$ cat config.mk
export PLATFORM = sky130hd
export DESIGN_NAME = instruction_decode
export DESIGN_NICKNAME = d
export VERILOG_FILES = /design/src/rtl/instruction_decode_pkg.sv /design/src/rtl/instruction_decode_register_file.sv /design/src/rtl/instruction_decode.sv
export SDC_FILE = /design/constraint.sdc
export NUM_CORES = 2
export LEC_CHECK = 0
export CORE_UTILIZATION = 52
export CTS_CLUSTER_DIAMETER = 120
export DETAILED_ROUTE_END_ITERATION = 6
export PLACE_DENSITY = 0.81
export SETUP_SLACK_MARGIN = 0.4
export SLEW_MARGIN = 10
export SYNTH_ARGS = -nofsm -noshare
export SYNTH_HDL_FRONTEND = slang
export SYNTH_HIERARCHICAL = 1
export SYNTH_SLANG_ARGS = --single-unit
export TNS_END_PERCENT = 5
$ cat constraint.sdc
create_clock -name clk -period 4.9 [get_ports clk]
set_clock_uncertainty 0.05 [all_clocks]
set_input_delay 1.47 -clock clk [delete_from_list [all_inputs] [get_ports clk]]
set_output_delay 1.47 -clock clk [all_outputs]
set_load 0.01 [all_outputs]
$ cat src/rtl/instruction_decode_pkg.sv
// Shared RV32I decode definitions: ALU operations, writeback selects,
// base opcodes and the ID/EX pipeline payload.
package riscv_definitions;

  typedef enum logic [3:0] {
    ALU_ADD    = 4'd0,
    ALU_SUB    = 4'd1,
    ALU_SLL    = 4'd2,
    ALU_SLT    = 4'd3,
    ALU_SLTU   = 4'd4,
    ALU_XOR    = 4'd5,
    ALU_SRL    = 4'd6,
    ALU_SRA    = 4'd7,
    ALU_OR     = 4'd8,
    ALU_AND    = 4'd9,
    ALU_PASS_B = 4'd10
  } alu_op_e;

  typedef enum logic [1:0] {
    WB_ALU = 2'd0,
    WB_MEM = 2'd1,
    WB_PC4 = 2'd2
  } wb_sel_e;

  localparam logic [6:0] OPC_OP     = 7'b0110011;
  localparam logic [6:0] OPC_OP_IMM = 7'b0010011;
  localparam logic [6:0] OPC_LOAD   = 7'b0000011;
  localparam logic [6:0] OPC_STORE  = 7'b0100011;
  localparam logic [6:0] OPC_BRANCH = 7'b1100011;
  localparam logic [6:0] OPC_JAL    = 7'b1101111;
  localparam logic [6:0] OPC_JALR   = 7'b1100111;
  localparam logic [6:0] OPC_LUI    = 7'b0110111;
  localparam logic [6:0] OPC_AUIPC  = 7'b0010111;

  // All-zero encodes a NOP bubble: ADD, no write, no memory, no control flow.
  typedef struct packed {
    alu_op_e    alu_op;
    logic       alu_a_sel;
    logic       alu_b_sel;
    logic [2:0] funct3;
    logic       mem_read;
    logic       mem_write;
    logic       reg_write;
    logic       branch;
    logic       jump;
    logic       illegal;
    wb_sel_e    wb_sel;
  } id_ex_ctrl_s;

  typedef struct packed {
    logic [31:0] pc;
    logic [31:0] rs1_data;
    logic [31:0] rs2_data;
    logic [4:0]  rs1;
    logic [4:0]  rs2;
    logic [4:0]  rd;
    logic [31:0] imm;
    id_ex_ctrl_s ctrl;
  } id_ex_s;

  // ALU operation for OP / OP-IMM. Only register ops use funct7[5] to pick
  // SUB; both use it to pick SRA over SRL.
  function automatic alu_op_e alu_op_decode(input logic [2:0] funct3,
                                            input logic       funct7_b5,
                                            input logic       is_reg_op);
    alu_op_e op;
    op = ALU_ADD;
    case (funct3)
      3'b000:  op = (is_reg_op && funct7_b5) ? ALU_SUB : ALU_ADD;
      3'b001:  op = ALU_SLL;
      3'b010:  op = ALU_SLT;
      3'b011:  op = ALU_SLTU;
      3'b100:  op = ALU_XOR;
      3'b101:  op = funct7_b5 ? ALU_SRA : ALU_SRL;
      3'b110:  op = ALU_OR;
      default: op = ALU_AND;
    endcase
    return op;
  endfunction

endpackage

$ cat src/rtl/instruction_decode_register_file.sv
// 32x32 integer register file: two combinational read ports with
// write-through bypass, one write port, x0 hardwired to zero.
module register_file #(
  parameter int NUM_REGS = 32
) (
  input  logic        clk,
  input  logic        rst,
  input  logic        clk_en,
  input  logic [4:0]  rs1,
  input  logic [4:0]  rs2,
  output logic [31:0] rs1_data,
  output logic [31:0] rs2_data,
  input  logic        wb_en,
  input  logic [4:0]  wb_rd,
  input  logic [31:0] wb_data
);

  logic [31:0] r_regs [NUM_REGS];

  // Write port; reset clears every register regardless of clk_en.
  // NOTE: this array is reset explicitly because the core relies on all
  // registers reading 0 after reset; that forces flops rather than RAM.
  always_ff @(posedge clk) begin
    if (rst) begin
      for (int i = 0; i < NUM_REGS; i++) r_regs[i] <= '0;
    end else if (clk_en && wb_en && (wb_rd != 5'd0)) begin
      r_regs[wb_rd] <= wb_data;
    end
  end

  // x0 reads zero; a same-cycle writeback to the read register is forwarded.
  assign rs1_data = (rs1 == 5'd0)                 ? 32'd0   :
                    (wb_en && (wb_rd == rs1))     ? wb_data : r_regs[rs1];
  assign rs2_data = (rs2 == 5'd0)                 ? 32'd0   :
                    (wb_en && (wb_rd == rs2))     ? wb_data : r_regs[rs2];

endmodule

$ cat src/rtl/instruction_decode.sv
// RV32I decode stage: register read, control/immediate decode, load-use
// hazard detection and the ID/EX pipeline register.
module instruction_decode
  import riscv_definitions::*;
#(
  parameter int NUM_REGS = 32
) (
  input  logic        clk,
  input  logic        rst,
  input  logic        clk_en,
  input  logic        flush,
  input  logic [31:0] inst_id,
  input  logic [31:0] pc_id,
  input  logic        wb_en,
  input  logic [4:0]  wb_rd,
  input  logic [31:0] wb_data,
  output logic        stall,
  output logic [31:0] pc_ex,
  output logic [31:0] rs1_data_ex,
  output logic [31:0] rs2_data_ex,
  output logic [4:0]  rs1_ex,
  output logic [4:0]  rs2_ex,
  output logic [4:0]  rd_ex,
  output logic [31:0] imm_ex,
  output logic [3:0]  alu_op_ex,
  output logic        alu_a_sel_ex,
  output logic        alu_b_sel_ex,
  output logic [2:0]  funct3_ex,
  output logic        mem_read_ex,
  output logic        mem_write_ex,
  output logic        reg_write_ex,
  output logic        branch_ex,
  output logic        jump_ex,
  output logic        illegal_ex,
  output logic [1:0]  wb_sel_ex
);

  id_ex_s      r_ex;
  id_ex_s      w_next;
  id_ex_ctrl_s w_ctrl;
  logic [31:0] w_imm;
  logic        w_use_rs1;
  logic        w_use_rs2;
  logic [4:0]  w_rs1;
  logic [4:0]  w_rs2;
  logic [31:0] w_rs1_data;
  logic [31:0] w_rs2_data;
  logic [6:0]  w_opcode;

  assign w_opcode = inst_id[6:0];
  assign w_rs1    = w_use_rs1 ? inst_id[19:15] : 5'd0;
  assign w_rs2    = w_use_rs2 ? inst_id[24:20] : 5'd0;

  register_file #(.NUM_REGS(NUM_REGS)) u_register_file (
    .clk      (clk),
    .rst      (rst),
    .clk_en   (clk_en),
    .rs1      (w_rs1),
    .rs2      (w_rs2),
    .rs1_data (w_rs1_data),
    .rs2_data (w_rs2_data),
    .wb_en    (wb_en),
    .wb_rd    (wb_rd),
    .wb_data  (w_wb_data_unused_guard(wb_data))
  );

  function automatic logic [31:0] w_wb_data_unused_guard(input logic [31:0] d);
    return d;
  endfunction

  // Decode control fields, operand usage and the sign-extended immediate.
  // NOTE: every output gets a default first so no path leaves a latch.
  always_comb begin
    w_ctrl    = '0;
    w_imm     = '0;
    w_use_rs1 = 1'b0;
    w_use_rs2 = 1'b0;
    case (w_opcode)
      OPC_OP: begin
        w_ctrl.alu_op    = alu_op_decode(inst_id[14:12], inst_id[30], 1'b1);
        w_ctrl.reg_write = 1'b1;
        w_use_rs1        = 1'b1;
        w_use_rs2        = 1'b1;
      end
      OPC_OP_IMM: begin
        w_ctrl.alu_op    = alu_op_decode(inst_id[14:12], inst_id[30], 1'b0);
        w_ctrl.alu_b_sel = 1'b1;
        w_ctrl.reg_write = 1'b1;
        w_use_rs1        = 1'b1;
        w_imm            = {{20{inst_id[31]}}, inst_id[31:20]};
      end
      OPC_LOAD: begin
        w_ctrl.alu_b_sel = 1'b1;
        w_ctrl.mem_read  = 1'b1;
        w_ctrl.reg_write = 1'b1;
        w_ctrl.wb_sel    = WB_MEM;
        w_use_rs1        = 1'b1;
        w_imm            = {{20{inst_id[31]}}, inst_id[31:20]};
      end
      OPC_STORE: begin
        w_ctrl.alu_b_sel = 1'b1;
        w_ctrl.mem_write = 1'b1;
        w_use_rs1        = 1'b1;
        w_use_rs2        = 1'b1;
        w_imm            = {{20{inst_id[31]}}, inst_id[31:25], inst_id[11:7]};
      end
      OPC_BRANCH: begin
        w_ctrl.alu_op = ALU_SUB;
        w_ctrl.branch = 1'b1;
        w_use_rs1     = 1'b1;
        w_use_rs2     = 1'b1;
        w_imm         = {{20{inst_id[31]}}, inst_id[7], inst_id[30:25],
                         inst_id[11:8], 1'b0};
      end
      OPC_JAL: begin
        w_ctrl.alu_a_sel = 1'b1;
        w_ctrl.alu_b_sel = 1'b1;
        w_ctrl.jump      = 1'b1;
        w_ctrl.reg_write = 1'b1;
        w_ctrl.wb_sel    = WB_PC4;
        w_imm            = {{12{inst_id[31]}}, inst_id[19:12], inst_id[20],
                            inst_id[30:21], 1'b0};
      end
      OPC_JALR: begin
        w_ctrl.alu_b_sel = 1'b1;
        w_ctrl.jump      = 1'b1;
        w_ctrl.reg_write = 1'b1;
        w_ctrl.wb_sel    = WB_PC4;
        w_use_rs1        = 1'b1;
        w_imm            = {{20{inst_id[31]}}, inst_id[31:20]};
      end
      OPC_LUI: begin
        w_ctrl.alu_op    = ALU_PASS_B;
        w_ctrl.alu_b_sel = 1'b1;
        w_ctrl.reg_write = 1'b1;
        w_imm            = {inst_id[31:12], 12'd0};
      end
      OPC_AUIPC: begin
        w_ctrl.alu_a_sel = 1'b1;
        w_ctrl.alu_b_sel = 1'b1;
        w_ctrl.reg_write = 1'b1;
        w_imm            = {inst_id[31:12], 12'd0};
      end
      default: begin
        w_ctrl.illegal = 1'b1;
      end
    endcase
    // Compressed/reserved encodings share the illegal path.
    if (inst_id[1:0] != 2'b11) begin
      w_ctrl         = '0;
      w_ctrl.illegal = 1'b1;
      w_imm          = '0;
      w_use_rs1      = 1'b0;
      w_use_rs2      = 1'b0;
    end
    if (!w_ctrl.illegal) w_ctrl.funct3 = inst_id[14:12];
  end

  // Assemble the next ID/EX payload; an all-zero instruction is a bubble.
  always_comb begin
    w_next          = '0;
    w_next.pc       = pc_id;
    w_next.rs1_data = w_rs1_data;
    w_next.rs2_data = w_rs2_data;
    w_next.rs1      = w_rs1;
    w_next.rs2      = w_rs2;
    w_next.rd       = w_ctrl.reg_write ? inst_id[11:7] : 5'd0;
    w_next.imm      = w_imm;
    w_next.ctrl     = w_ctrl;
    if (inst_id == 32'd0) w_next = '0;
  end

  // Load-use hazard against the load now in EX; a flush overrides it.
  assign stall = !flush && r_ex.ctrl.mem_read && (r_ex.rd != 5'd0) &&
                 ((w_use_rs1 && (r_ex.rd == inst_id[19:15])) ||
                  (w_use_rs2 && (r_ex.rd == inst_id[24:20])));

  // ID/EX register: rst > flush > stall > normal update.
  // NOTE: sequential state uses non-blocking assignment so every flop
  // samples pre-edge values, independent of block ordering.
  always_ff @(posedge clk) begin
    if (rst) begin
      r_ex <= '0;
    end else if (clk_en) begin
      if (flush || stall) r_ex <= '0;
      else                r_ex <= w_next;
    end
  end

  assign pc_ex        = r_ex.pc;
  assign rs1_data_ex  = r_ex.rs1_data;
  assign rs2_data_ex  = r_ex.rs2_data;
  assign rs1_ex       = r_ex.rs1;
  assign rs2_ex       = r_ex.rs2;
  assign rd_ex        = r_ex.rd;
  assign imm_ex       = r_ex.imm;
  assign alu_op_ex    = r_ex.ctrl.alu_op;
  assign alu_a_sel_ex = r_ex.ctrl.alu_a_sel;
  assign alu_b_sel_ex = r_ex.ctrl.alu_b_sel;
  assign funct3_ex    = r_ex.ctrl.funct3;
  assign mem_read_ex  = r_ex.ctrl.mem_read;
  assign mem_write_ex = r_ex.ctrl.mem_write;
  assign reg_write_ex = r_ex.ctrl.reg_write;
  assign branch_ex    = r_ex.ctrl.branch;
  assign jump_ex      = r_ex.ctrl.jump;
  assign illegal_ex   = r_ex.ctrl.illegal;
  assign wb_sel_ex    = r_ex.ctrl.wb_sel;

endmodule

-- Word level (Yosys, flattened, before mapping)
Memories as Yosys holds them, arrays and structs flattened.
Cells that the tools add are included.
- mux-type cells: 39
- equality and inequality tests: 20
- reductions and logical operators: 28
- operator list (kind ; number):
    2-to-1 mux 160 bit ; 2
    2-to-1 mux 32 bit ; 6
    case mux 32 bit (5 select lines) ; 1
    case mux 4 bit (7 select lines) ; 2
    logical NOT 32 bit ; 1
    OR reduction 32 bit ; 1
    == test 7 x 6 -> 1 bit, second input constant ; 3
    == test 7 bit, second input constant ; 3
    == test 5 bit ; 4
    2-to-1 mux 1 bit ; 20
    2-to-1 mux 5 bit ; 4
    2-to-1 mux 17 bit ; 1
    case mux 4 bit (4 select lines) ; 1
    == test 7 x 5 -> 1 bit, second input constant ; 2
    OR reduction 7 bit ; 2
    logical NOT 5 bit ; 2
    nonzero test 5 bit ; 2
    == test 3 bit, second input constant ; 3
    logical AND 1 bit ; 9
    OR reduction 9 bit ; 1
    == test 7 x 2 -> 1 bit, second input constant ; 1
    == test 3 x 2 -> 1 bit, second input constant ; 2
    OR reduction 2 bit ; 3
    OR reduction 3 bit ; 2
    other kinds (8) ; 9
- word-level logic and storage cells: 106
- memory bits (writable): 1024
- memories: 1
- input bits: 106
- output and inout bits: 161
- register bits: 160
- memories (memory ; depth ; bits a word ; rd ports ; clocked after Yosys merged registers in ; write ports ; line ; source):
    u_register_file.r_regs ; 32 ; 32 ; 2 ; 0 ; 32 ; instruction_decode_register_file.sv:18 ; logic [31:0] r_regs [NUM_REGS];

-- Logic depth before layout (Yosys ltp)
- depth in word-level cells: 11
- mapped depth: 16
- mapped depth without buffers: 10

-- Cells and area by module
The synthesis kept the hierarchy.
- modules (own cells, without submodules) (module ; area each (um^2) ; times used ; sequential area each (um^2) ; cells each):
    register_file ; 54867.6 ; 1 ; 30749.5 ; 3776
    instruction_decode ; 6563.8 ; 1 ; 3183.1 ; 805

-- Least setup slack after synthesis
No wires, ideal clock.
- kind: input port to flip-flop
- from: in inst_id[2]
- to: reg r_ex, in the netlist rs2_data_ex[24]
- library setup time: 0.122 ns
- cell stages on the path: 13
- arrival: 4.133 ns
- slack: 0.595 ns
- path buffers: 4
- required time: 4.728 ns
- cells stage by stage: and4bb_1 and3_1 clkbuf_1 and2_1 buf_2 buf_2 buf_2 mux4_2 a22oi_1 nand2_1 a32o_1 nand3_1 o21ai_0
- cells in the longest elaborated chain, start to end: 11
- elaborated cells between the ends (all ways): 27
- those cells by class: eq/ne (7); mux (9); reduce/logical (10); memory (1)
- ends and longest elaborated chain (element ; line ; source):
    start: declaration ; instruction_decode.sv:12 ; input logic [31:0] inst_id,
    == test 7 bit or == test 7 x 6 -> 1 bit (tied branches) ; instruction_decode.sv:78 ; case (w_opcode)
    OR reduction 3 bit (no source line) * ; - ;
    2-to-1 mux 1 bit * ; instruction_decode.sv:78 ;
    2-to-1 mux 1 bit * ; instruction_decode.sv:149 ; if (inst_id[1:0] != 2'b11) begin
    2-to-1 mux 5 bit * ; instruction_decode.sv:52 ; assign w_rs2 = w_use_rs2 ? inst_id[24:20] : 5'd0;
    named net w_rs2[0] ; instruction_decode.sv:45 ; logic [4:0] w_rs2;
    parallel branches: the longest is 3 deep, another holds memory (32 x 32 bit) ; - ;
    2-to-1 mux 32 bit * ; instruction_decode_register_file.sv:34 ; assign rs2_data = (rs2 == 5'd0) ? 32'd0 :
    named net w_rs2_data[24] ; instruction_decode.sv:47 ; logic [31:0] w_rs2_data;
    2-to-1 mux 160 bit * ; instruction_decode.sv:170 ; if (inst_id == 32'd0) w_next = '0;
    2-to-1 mux 160 bit * ; instruction_decode.sv:185 ; if (flush || stall) r_ex <= '0;
    end signal: assignment ; instruction_decode.sv:186 ; else r_ex <= w_next;
    end: declaration ; instruction_decode.sv:38 ; id_ex_s r_ex;
Mark *: on every way through the listed nets, which the timed path passes.
A chain may end at the register's enable or synchronous reset.

-- Worst setup path after layout
- from: in inst_id[5]
- to: out stall
- cells in the longest elaborated chain, start to end: 7
- elaborated cells between the ends (all ways): 16
- those cells by class: eq/ne (6); mux (4); reduce/logical (6)
- ends and longest elaborated chain (element ; line ; source):
    == test 7 bit, or another cell as far along ; instruction_decode.sv:78 ;
    OR reduction 6 bit (no source line) or OR reduction 3 bit (tied branches) ; - ;
    2-to-1 mux 1 bit ; instruction_decode.sv:78 ;
    2-to-1 mux 1 bit ; instruction_decode.sv:149 ;
    logical AND 1 bit (on tied branches) ; instruction_decode.sv:175, instruction_decode.sv:176 ;
    logical OR 1 bit * ; instruction_decode.sv:175 ; ((w_use_rs1 && (r_ex.rd == inst_id[19:15])) ||
    logical AND 1 bit * ; instruction_decode.sv:174 ; assign stall = !flush && r_ex.ctrl.mem_read && (r_ex.rd != 5'd0) &&
    end: declaration ; instruction_decode.sv:17 ; output logic stall,
Mark *: on every way between the ends. The rest lies on a longest branch, timed or not.

==> out/qor.txt <==
status = complete, but fails checks
violated checks = DRC
antenna violations before repair = 22
largest net degree at the start of global routing = 98
DIE AREA = 119500 sq um
CTS Hold Bufs = 0
clock tree root driver cell = clkbuf_16
Worst path top cell family by delay = buffers and inverters
largest stage delay on the critical path = 480 ps
first-iteration detailed-routing DRC count = 9169
Crit Reg-Reg Startpoint = rd_ex[4]$_SDFFE_PP0P_
crit path launch = inst_id[5]
peak supply drop = 0.3284 mV
worst-path fanout max = 2
Fmax = 220.8 MHz
DPL Wire Length = 145600 um
core area = 116700 sq um
RSZ-0062 raised after global routing = yes
GRT overflow = 0
critical path, cell by cell = clkdlybuf4s50_1 -> and3b_1 -> o211a_1 -> o2111ai_2 -> a21o_4 -> inv_4 -> clkdlybuf4s15_2
CP arrival = 3010 ps
Tmin final = 4529 ps
Post-route DRC = 2
Die X = 345.7 um
Final Instance Area = 73150 sq um
Final Hold Fails = 0
# H-tree levels = 3
routability cong. = 0.9776
row count = 125
Yosys cell types = 73
Static Leak = 24.34 nW
Buf/Inv on CP = 3
post-synthesis sequential area ratio = 0.5524
Clock Latency Late Sink = 780 ps
vias per cell = 7.108
crit share post-route = 0.9243
Worst Hold Class = reg -> reg
Layout area overhead = 19.08%
Worst-path clk slew = 60 ps
Final Max Tran Viols = 0
first-pass iteration count of the detailed router = 7
worst-margin pin slew = 1315 ps
drt wl/cell = 35.30 um
Critical Path RT = 3380 ps
CP Class = in -> out
I/O pin cnt = 267
Post-DP Area = 68930 sq um
CP Capture Type = primary output
Syn Std Cell Area = 61430 sq um
layout cells sized above 1 = 0.2286
GRT Overall Usage = 0.3832
maximum clock insertion buffer count = 3
count of state elements after synthesis = 1183
first-pass GRT wire length = 324900 um
Post-synth ARST share = 0
Port Buffers = 266
Syn Area/Cell = 13.41 sq um
Nets = 5091
Pwr Density = 316.5 nW/um^2
vias in the first global route = 46190
Sink Count = 1183
CTS tree = yes
startpoint types = primary input
Max Cap Viol = 0
Tot Pwr = 23.15 mW
Syn Inst Count = 4581
Antenna Nets Post-Route = 0
ys flop type = edfxtp_1
HP Start = rs1_data_ex[2]$_SDFFE_PP0P_
Vias = 47190
cts bufs inserted = 119
Max stage delay cell, worst path = clkdlybuf4s50_1
Setup Viol. Count Final = 0
Initial Util = 0.5265
Yosys Warn Count = 6
Die Y = 345.7 um
Post-synth EDFFs = 1024
routed wire length = 234300 um
max_slew headroom = 0.1203
## worst paths after layout
path,endpoint,slack [ps],depth (start not counted)
worst min register to register,rs1_data_ex[2]$_SDFFE_PP0P_,400,2
worst min-delay path,rs1_data_ex[2]$_SDFFE_PP0P_,400,2
worst max-delay path,stall,370,7
worst max register to register,rs2_data_ex[3]$_SDFFE_PP0P_,1590,9
## layout make-up
cell class,count,area [sq um]
Antenna cell,24,60.06
Clock buffer,170,3369
Clock inverter,57,747.0
Fill cell,8439,43520
Inverter,5,21.27
Multi-Input combinational cell,2941,25760
Sequential cell,1183,33930
Tap cell,1524,1907
Timing Repair Buffer,735,7355
## Yosys cell counts (6+ instances only)
library cell / number / area (sq um)
a22oi_1: 124 / 930.9
or2_2: 32 / 200.2
o21ai_0: 167 / 835.8
nor3_1: 11 / 55.05
buf_4: 18 / 135.1
edfxtp_1: 1024 / 30750
o31ai_2: 9 / 112.6
o22ai_1: 44 / 275.3
o221a_1: 13 / 146.4
o211ai_1: 12 / 90.09
nand3_1: 136 / 680.7
buf_2: 83 / 415.4
a21oi_1: 87 / 435.4
a221o_1: 12 / 120.1
dfxtp_1: 159 / 3183
nor2_1: 54 / 202.7
and2_1: 1007 / 6300
nand4_1: 9 / 56.30
nand2_1: 243 / 912.1
a221oi_1: 8 / 70.07
xor2_1: 6 / 52.55
nand3b_1: 9 / 67.56
clkbuf_1: 338 / 1269
buf_6: 15 / 168.9
o21ai_1: 12 / 60.06
mux2i_1: 306 / 3063
a211oi_1: 31 / 232.7
a32o_1: 44 / 440.4
o221ai_1: 43 / 376.6
xnor2_1: 14 / 122.6
mux4_2: 389 / 8761
buf_1: 20 / 75.07
nor2b_1: 6 / 37.54
clkbuf_2: 8 / 40.04
o22a_1: 6 / 52.55
nor4_1: 6 / 37.54
## cell families (layout without fill, tap and decap cells)
family,after synthesis,after routing,synth area share
other cells,1,56,0.00006104
simple gates,1547,1547,0.1438
buf+inv,488,967,0.03483
compound gates,643,643,0.07287
xor+xnor,20,20,0.002851
mux,699,699,0.1932
flops,1183,1183,0.5524
## worst reg2reg max path: stages, from the launching register on
cell and delay, ps:
dfxtp_1 530, xor2_1 120, nor3_1 210, buf_4 150
nand4_1 110, a21o_4 260, inv_4 70, buf_4 690
buf_4 690, o21ai_0 300
## metal layers
metal / GRT usage / routed length, um
met1: 0.4666 / 73940
met2: 0.5509 / 98060
met3: 0.1601 / 42250
met4: 0.2674 / 19880
met5: 0.01281 / 199
## power breakdown
| part | total (mW) | switching, mW | internal, mW |
|---|---|---|---|
| logic | 1.81 | 1.09 | 0.722 |
| clock network | 9.66 | 4.12 | 5.54 |
| registers | 11.7 | 0.272 | 11.4 |
| total | 23.2 | 5.48 | 17.7 |
## per-stage QoR
step / cells / TNS, ps / setup slack, ps / hold slack [ps] / util
2_1_floorplan: 4612 / 0 / 595.0 / 419.6 / -
3_3_place_gp: 6384 / -2279 / -176.4 / 383.7 / 0.5908
3_5_place_dp: 6384 / -3739 / -208.4 / 391.4 / 0.5908
4_1_cts: 6614 / 0 / 404.5 / 401.5 / 0.6262
5_1_grt: 6617 / 0 / 327.5 / 420.7 / 0.6265
6_report: 6639 / 0 / 370.9 / 396.1 / 0.6270
## cell usage in the layout, fill, tap and decap left out, drive strengths merged, types with 8 or more instances in the layout
master	Yosys	layout
o21ai	179	179
mux4	389	389
o22ai	44	44
dlygate4sd2	0	9
and2	1008	1008
o31ai	16	16
a221oi	8	8
o221ai	43	43
o221a	13	13
a21oi	87	87
or2	34	34
nor2	54	54
clkdlybuf4s50	0	255
clkbuf	346	170
bufinv	0	14
inv	5	9
o211ai	12	12
nand3	136	136
edfxtp	1024	1024
nand2	243	243
conb	1	32
a32o	44	44
mux2i	306	306
xnor2	14	14
buf	137	470
clkinv	0	33
a221o	12	12
nand3b	9	9
a22oi	124	124
a211oi	31	31
nand4	9	9
nor3	14	14
dfxtp	159	159
diode	0	24
## flip-flops by register name, summed over array words and instances (netlist names)
name / flops
reg_write_ex: 1
rs2_ex: 5
rd_ex: 5
rs1_ex: 5
wb_sel_ex: 2
imm_ex: 32
u_register_file/r_regs: 1024
illegal_ex: 1
rs1_data_ex: 32
mem_write_ex: 1
alu_a_sel_ex: 1
jump_ex: 1
rs2_data_ex: 32
pc_ex: 32
alu_b_sel_ex: 1
funct3_ex: 3
branch_ex: 1
alu_op_ex: 4
## timing repair
item                       4_1_cts  5_1_grt
setup endpoints to repair        1        3
pin swaps                        6        0
buffers inserted                 3        0
gates resized for setup         13        1
gates cloned                     0        0
(Power assumes the default switching activity.)
